--- src/rtl/seg7_display_arbiter_if.sv ---
// Producer/display bus of seg7_display_arbiter: update pulses and values in,
// grant acks and the shown display word out.
interface seg7_display_arbiter_if #(
    parameter int NREQ  = 3,
    parameter int SRC_W = 2
);
    logic [NREQ-1:0]      upd;
    logic [16*NREQ-1:0]   val;
    logic [NREQ-1:0]      ack;
    logic [15:0]          disp_x;
    logic [SRC_W-1:0]     disp_src;
    logic                 busy;

    modport master (
        output upd, val,
        input  ack, disp_x, disp_src, busy
    );

    modport slave (
        input  upd, val,
        output ack, disp_x, disp_src, busy
    );
endinterface

--- src/rtl/seg7_display_arbiter.sv ---
// Round-robin sharing of one 4-digit seven-segment display between NREQ producers.
// Optional macro ALERT_PREEMPT_EN: producer 0 cuts short any other producer's hold.
module seg7_display_arbiter #(
    parameter int NREQ        = 3,
    parameter int SRC_W       = 2,
    parameter int HOLD_CYCLES = 50_000_000,
    parameter int HOLD_W      = 26
) (
    input  logic                  clk,
    input  logic                  clr,
    seg7_display_arbiter_if.slave bus
);
    typedef enum logic [0:0] {
        S_IDLE = 1'b0,
        S_HOLD = 1'b1
    } state_t;

    state_t             r_state;
    state_t             w_state_nxt;
    logic [HOLD_W-1:0]  r_cnt;
    logic [HOLD_W-1:0]  w_cnt_nxt;
    logic [15:0]        r_shadow [NREQ];
    logic [NREQ-1:0]    r_pending;
    logic [NREQ-1:0]    w_pending_nxt;
    logic [SRC_W-1:0]   r_last;
    logic [SRC_W-1:0]   w_sel;
    logic [SRC_W-1:0]   w_idx;
    logic [NREQ-1:0]    w_sel_oh;
    logic               w_found;
    logic               w_grant;
    logic [15:0]        r_disp_x;
    logic [SRC_W-1:0]   r_disp_src;
    logic [NREQ-1:0]    r_ack;
    logic               r_busy;
`ifdef ALERT_PREEMPT_EN
    logic               r_alert;
    logic               w_alert_nxt;
`endif

    // Round-robin pick: first pending producer after the last one granted
    always_comb begin
        w_found = 1'b0;
        w_sel   = '0;
        w_idx   = '0;
        for (int k = 1; k <= NREQ; k++) begin
            w_idx   = SRC_W'((int'(r_last) + k) % NREQ);
            w_sel   = (!w_found && r_pending[w_idx]) ? w_idx : w_sel;
            w_found = w_found | r_pending[w_idx];
        end
`ifdef ALERT_PREEMPT_EN
        w_sel = (r_alert && r_pending[0]) ? '0 : w_sel;
`endif
        w_sel_oh = NREQ'(1) << w_sel;
    end

    // Next-state logic: grant from IDLE, count the hold down in HOLD
    always_comb begin
        w_state_nxt = r_state;
        w_cnt_nxt   = r_cnt;
        w_grant     = 1'b0;
`ifdef ALERT_PREEMPT_EN
        w_alert_nxt = r_alert;
`endif
        case (r_state)
            S_IDLE: begin
                if (w_found) begin
                    w_grant     = 1'b1;
                    w_state_nxt = S_HOLD;
                    w_cnt_nxt   = HOLD_W'(HOLD_CYCLES - 1);
`ifdef ALERT_PREEMPT_EN
                    w_alert_nxt = 1'b0;
`endif
                end else begin
                    w_state_nxt = S_IDLE;
                end
            end
            S_HOLD: begin
`ifdef ALERT_PREEMPT_EN
                // A waiting alert aborts another producer's hold; the next IDLE edge serves it
                if (r_pending[0] && (r_disp_src != '0)) begin
                    w_cnt_nxt   = '0;
                    w_state_nxt = S_IDLE;
                    w_alert_nxt = 1'b1;
                end else
`endif
                if (r_cnt == '0) begin
                    w_state_nxt = S_IDLE;
                end else begin
                    w_cnt_nxt = r_cnt - HOLD_W'(1);
                end
            end
            default: begin
                w_state_nxt = S_IDLE;
                w_cnt_nxt   = '0;
            end
        endcase
        // Clear before set, so an update on its own grant edge stays pending
        w_pending_nxt = (r_pending & ~(w_grant ? w_sel_oh : '0)) | bus.upd;
    end

    // FSM state, hold counter and request bookkeeping
    always_ff @(posedge clk or posedge clr) begin
        if (clr) begin
            r_state   <= S_IDLE;
            r_cnt     <= '0;
            r_pending <= '0;
            r_last    <= SRC_W'(NREQ - 1);
`ifdef ALERT_PREEMPT_EN
            r_alert   <= 1'b0;
`endif
        end else begin
            r_state   <= w_state_nxt;
            r_cnt     <= w_cnt_nxt;
            r_pending <= w_pending_nxt;
            r_last    <= w_grant ? w_sel : r_last;
`ifdef ALERT_PREEMPT_EN
            r_alert   <= w_alert_nxt;
`endif
        end
    end

    // Latest posted value per producer
    always_ff @(posedge clk or posedge clr) begin
        if (clr) begin
            for (int i = 0; i < NREQ; i++) begin
                r_shadow[i] <= '0;
            end
        end else begin
            for (int i = 0; i < NREQ; i++) begin
                if (bus.upd[i]) begin
                    r_shadow[i] <= bus.val[16*i +: 16];
                end
            end
        end
    end

    // Registered display outputs and grant acknowledge
    always_ff @(posedge clk or posedge clr) begin
        if (clr) begin
            r_disp_x   <= 16'h0000;
            r_disp_src <= '0;
            r_ack      <= '0;
            r_busy     <= 1'b0;
        end else begin
            r_ack  <= w_grant ? w_sel_oh : '0;
            r_busy <= (w_state_nxt == S_HOLD);
            if (w_grant) begin
                r_disp_x   <= r_shadow[w_sel];
                r_disp_src <= w_sel;
            end
        end
    end

    assign bus.disp_x   = r_disp_x;
    assign bus.disp_src = r_disp_src;
    assign bus.ack      = r_ack;
    assign bus.busy     = r_busy;
endmodule

--- src/flat_wrapper.sv ---
// flat-port wrapper written by rule: the top's interface ports become plain ports
module seg7_display_arbiter_flat 
#(
    parameter int NREQ        = 3,
    parameter int SRC_W       = 2,
    parameter int HOLD_CYCLES = 50_000_000,
    parameter int HOLD_W      = 26
)
  (clk, clr, bus_upd, bus_val, bus_ack, bus_disp_x, bus_disp_src, bus_busy);
  seg7_display_arbiter_if #(.NREQ(NREQ), .SRC_W(SRC_W)) bus_i ();
  input  logic clk;
  input  logic clr;
  input wire logic [$bits(bus_i.upd)-1:0] bus_upd;
  input wire logic [$bits(bus_i.val)-1:0] bus_val;
  output wire logic [$bits(bus_i.ack)-1:0] bus_ack;
  output wire logic [$bits(bus_i.disp_x)-1:0] bus_disp_x;
  output wire logic [$bits(bus_i.disp_src)-1:0] bus_disp_src;
  output wire logic [$bits(bus_i.busy)-1:0] bus_busy;
  assign bus_i.upd = bus_upd;
  assign bus_i.val = bus_val;
  assign bus_ack = bus_i.ack;
  assign bus_disp_x = bus_i.disp_x;
  assign bus_disp_src = bus_i.disp_src;
  assign bus_busy = bus_i.busy;
  seg7_display_arbiter #(.NREQ(NREQ), .SRC_W(SRC_W), .HOLD_CYCLES(HOLD_CYCLES), .HOLD_W(HOLD_W)) u_core (.clk(clk), .clr(clr), .bus(bus_i));
endmodule
--- config.mk ---
export PLATFORM = sky130hd
export DESIGN_NAME = seg7_display_arbiter_flat
export DESIGN_NICKNAME = d
export VERILOG_FILES = /design/src/rtl/seg7_display_arbiter_if.sv /design/src/rtl/seg7_display_arbiter.sv /design/src/flat_wrapper.sv
export SDC_FILE = /design/constraint.sdc
export NUM_CORES = 1
export LEC_CHECK = 0
export ABC_CLOCK_PERIOD_IN_PS = 3450
export BUFFER_PORTS_ARGS = -buffer_cell sky130_fd_sc_hd__buf_2
export CORE_UTILIZATION = 51
export DETAILED_ROUTE_END_ITERATION = 10
export GPL_TIMING_DRIVEN = 0
export PLACE_DENSITY = 0.76
export SLEW_MARGIN = 20
export SYNTH_ARGS = -nofsm -noshare
export SYNTH_HDL_FRONTEND = slang
export SYNTH_SLANG_ARGS = --single-unit
export TNS_END_PERCENT = 1
--- constraint.sdc ---
create_clock -name clk -period 3.45 [get_ports clk]
set_clock_uncertainty 0.05 [all_clocks]
set_input_delay 0.69 -clock clk [delete_from_list [all_inputs] [get_ports clk]]
set_output_delay 0.69 -clock clk [all_outputs]
set_load 0.02 [all_outputs]
==> impl_metrics.ini <==
[routing]
drt_iter0_markers = 207
first_pass_iters = 4
vias_per_cell = 5.86
routed_wl_mm = 10.1
vias = 3527
wl_per_cell_um = 16.8
ant_nets = 0
drc = 0

[finish]
final_common_cell = dfrtp_1
register_area_um2 = 2500
final_cell_mix = 99 x dfrtp_1, 72 x buf_2, 49 x mux2_2
syn_to_final_growth_pct = 16.2
multiInputGateArea_um2 = 2070
fin_nets = 547
drive_gt1_share_pct = 31.4
postLayoutCellArea_um2 = 5440
fill_cells = 728
fin_cells = 602
diodes = 0

[job]
cap_violations = 0

[sta]
fin_hold_ws_ns = 0.223
slew_headroom_pct = 46.0
final_hold_viol_count = 0
rsz0062_at_grt = yes
final-setup-viol-count = 0
tightest_slew_ns = 0.802
period_needed_ns = 3.31
finalCritPeriodShare_pct = 95.9
fmax_mhz = 302
tns_ns = 0
final-max-slew-violation-count = 0

[critical_path]
worst-setup-path-type = register to register
crit_cells = 9
startpoint = u_core.bus.disp_src[0]$_DFFE_PP0P_
crit_top_cell = clkbuf_1
cpPeakStageDelay_ns = 0.64
worstPathMaxFanout = 10
crit_slowest_cell = nor4_2
critical_path_buf_inv_count = 3
cp_data_required_time_ns = 3.66
arrival_ns = 3.52
startpoint_type = register
rr_startpoint = u_core.bus.disp_src[0]$_DFFE_PP0P_
r2r_cells = 9
critPathTopFamily = simple AND/OR/NAND/NOR gates
cp_cell_sequence = inv_1 -> ha_1 -> clkbuf_1 -> and3b_1 -> o21bai_1 -> nor4_2 -> clkbuf_1 -> nor2_1 -> mux2_2
crit_path_end_kind = register

[floorplanning]
std_cell_rows = 34
dieArea_um2 = 9560
die_y_um = 97.8
die_w_um = 97.8
ios = 75
core_area_um2 = 8810
start_util_pct = 53.1

[synthesis]
ys_ff_latch = 100
yosysSeqAreaShare_pct = 53.5
synth_area_leader_cell = dfrtp_1
synth_flop_cell = dfrtp_1
synth_cells = 406
synth_top_area_share_pct = 52.9
synth_nets = 464
synth_cell_type_count = 48
ys_top_cells_by_area = dfrtp_1 53%, mux2_2 12%, mux2i_1 4.3%
synth_edf_count = 0
async_reset_ff_share_pct = 100
syn_area_um2 = 4680
yosysWarningCount = 0
avgSynthCellArea_um2 = 11.5

[grt]
first_global_vias = 3624
grt-ovfl-total = 0
grt_pass1_wl_mm = 17.4
grt_util_met2_pct = 38.0
grt_most_used_layer = met2
met3_usage_pct = 6.51
antenna_found_initial = 0
grt_usage_pct = 22.8
met1_usage_pct = 29.5
grt_max_degree = 74

[power]
ir_drop_mv = 0.234
total_power_mw = 2.19
power_density_nw_per_um2 = 403
leakage_nw = 2.30

[clock_tree]
path_clk_slew_ns = 0.11
clkLatencyLatePin_ns = 0.37
htreeDepth = 3
cts_setup_buffers = 0
cts_buffers = 9
clockBufferDepth = 2
root_buffer = clkbuf_8
cts_tree = done
cts_sinks = 100

[place]
placedCellCount = 586
hpwl_mm = 7.18
dpl-instance-area_um2 = 5200
place_congestion = 0.883
io_buffers = 71

[run_status]
status = complete, no violations

[hold_path]
hold_class = primary input to async pin
-- what timing repair did --
| item | CTS | global route |
|---|---|---|
| hold buffers | 0 | 0 |
| setup endpoints to repair | 2 | 27 |
| resized for setup | 1 | 3 |
-- layout make-up --
class	instances	share of cell area (%)
sequential	100	46.1
clock buffer	9	2.28
clock inverter	7	1.45
inverter	10	0.783
multi-input combinational	272	38.1
timing repair buffer	72	7.04
buffer	24	1.84
tap	108	2.49
-- cells in the mapped netlist, types with 4 or more instances --
library cell / count
nand2_1: 25
o31a_1: 4
or4_1: 16
o31ai_1: 14
or3_1: 15
o21ai_0: 10
nor2b_1: 5
mux2i_1: 20
a21oi_1: 8
clkbuf_1: 18
mux2_2: 49
ha_1: 5
nor2_1: 9
o211ai_1: 20
nand3_1: 27
nor3_1: 5
inv_1: 10
dfrtp_1: 99
nor4_1: 5
-- flip-flops by register name (all words and copies together) (netlist names) --
name	count
u_core.r_shadow	48
u_core.r_cnt	26
u_core.bus.disp_x	16
u_core.bus.ack	3
u_core.r_pending	3
u_core.bus.disp_src	2
u_core.r_last	1
u_core.r_state	1
-- power breakdown --
group	leakage (nW)	internal, mW	switching (mW)
clock network	0.102	0.287	0.456
registers	1.16	1.24	0.0337
logic	1.04	0.0920	0.0827
total	2.30	1.62	0.573
-- path summary, 6_finish.rpt --
path                                                       to  slack [ns]
setup / recovery                  u_core.r_cnt[0]$_DFFE_PP0P_        0.14
hold / removal                       u_core.r_state$_DFF_PP0_        0.22
setup reg to reg                  u_core.r_cnt[0]$_DFFE_PP0P_        0.14
hold reg to reg            u_core.bus.disp_src[1]$_DFFE_PP0P_        0.44
max in group asynchronous        u_core.r_last[1]$_DFFE_PP1P_        2.48
min in group clk           u_core.bus.disp_src[1]$_DFFE_PP0P_        0.44
-- metal layers --
| layer | routed length, µm | vias to the layer above |
|---|---|---|
| met3 | 535 | 11 |
| met2 | 5000 | 90 |
| li1 | - | 1676 |
| met1 | 4430 | 1750 |
| met4 | 150 | 0 |
| met5 | 0 | - |
-- logic make-up after synthesis --
| family | synth area share, % |
|---|---|
| compound gates | 10.8 |
| xor+xnor | 0.374 |
| fa+ha+maj | 1.34 |
| buf+inv | 2.94 |
| flops | 53.5 |
| mux | 16.1 |
| simple gates | 15.0 |
-- worst register-to-register path, delay by kind of cell (launching register included) --
family | cells | cell delay, ns
mux | 1 | 0.28
buf+inv | 3 | 0.72
compound gates | 1 | 0.34
flops | 1 | 0.47
fa+ha+maj | 1 | 0.30
simple gates | 3 | 1.03
-- per-stage QoR --
step                utilization [%]  worst slack (ns)
floorplan                         -            0.0929
global placement               58.7             -1.01
global route                   61.7            -0.150
detailed placement             59.1           -0.0389
CTS                            61.5            0.0647
finish                         61.7             0.141
No activity file was read; power rests on OpenSTA's default activity.
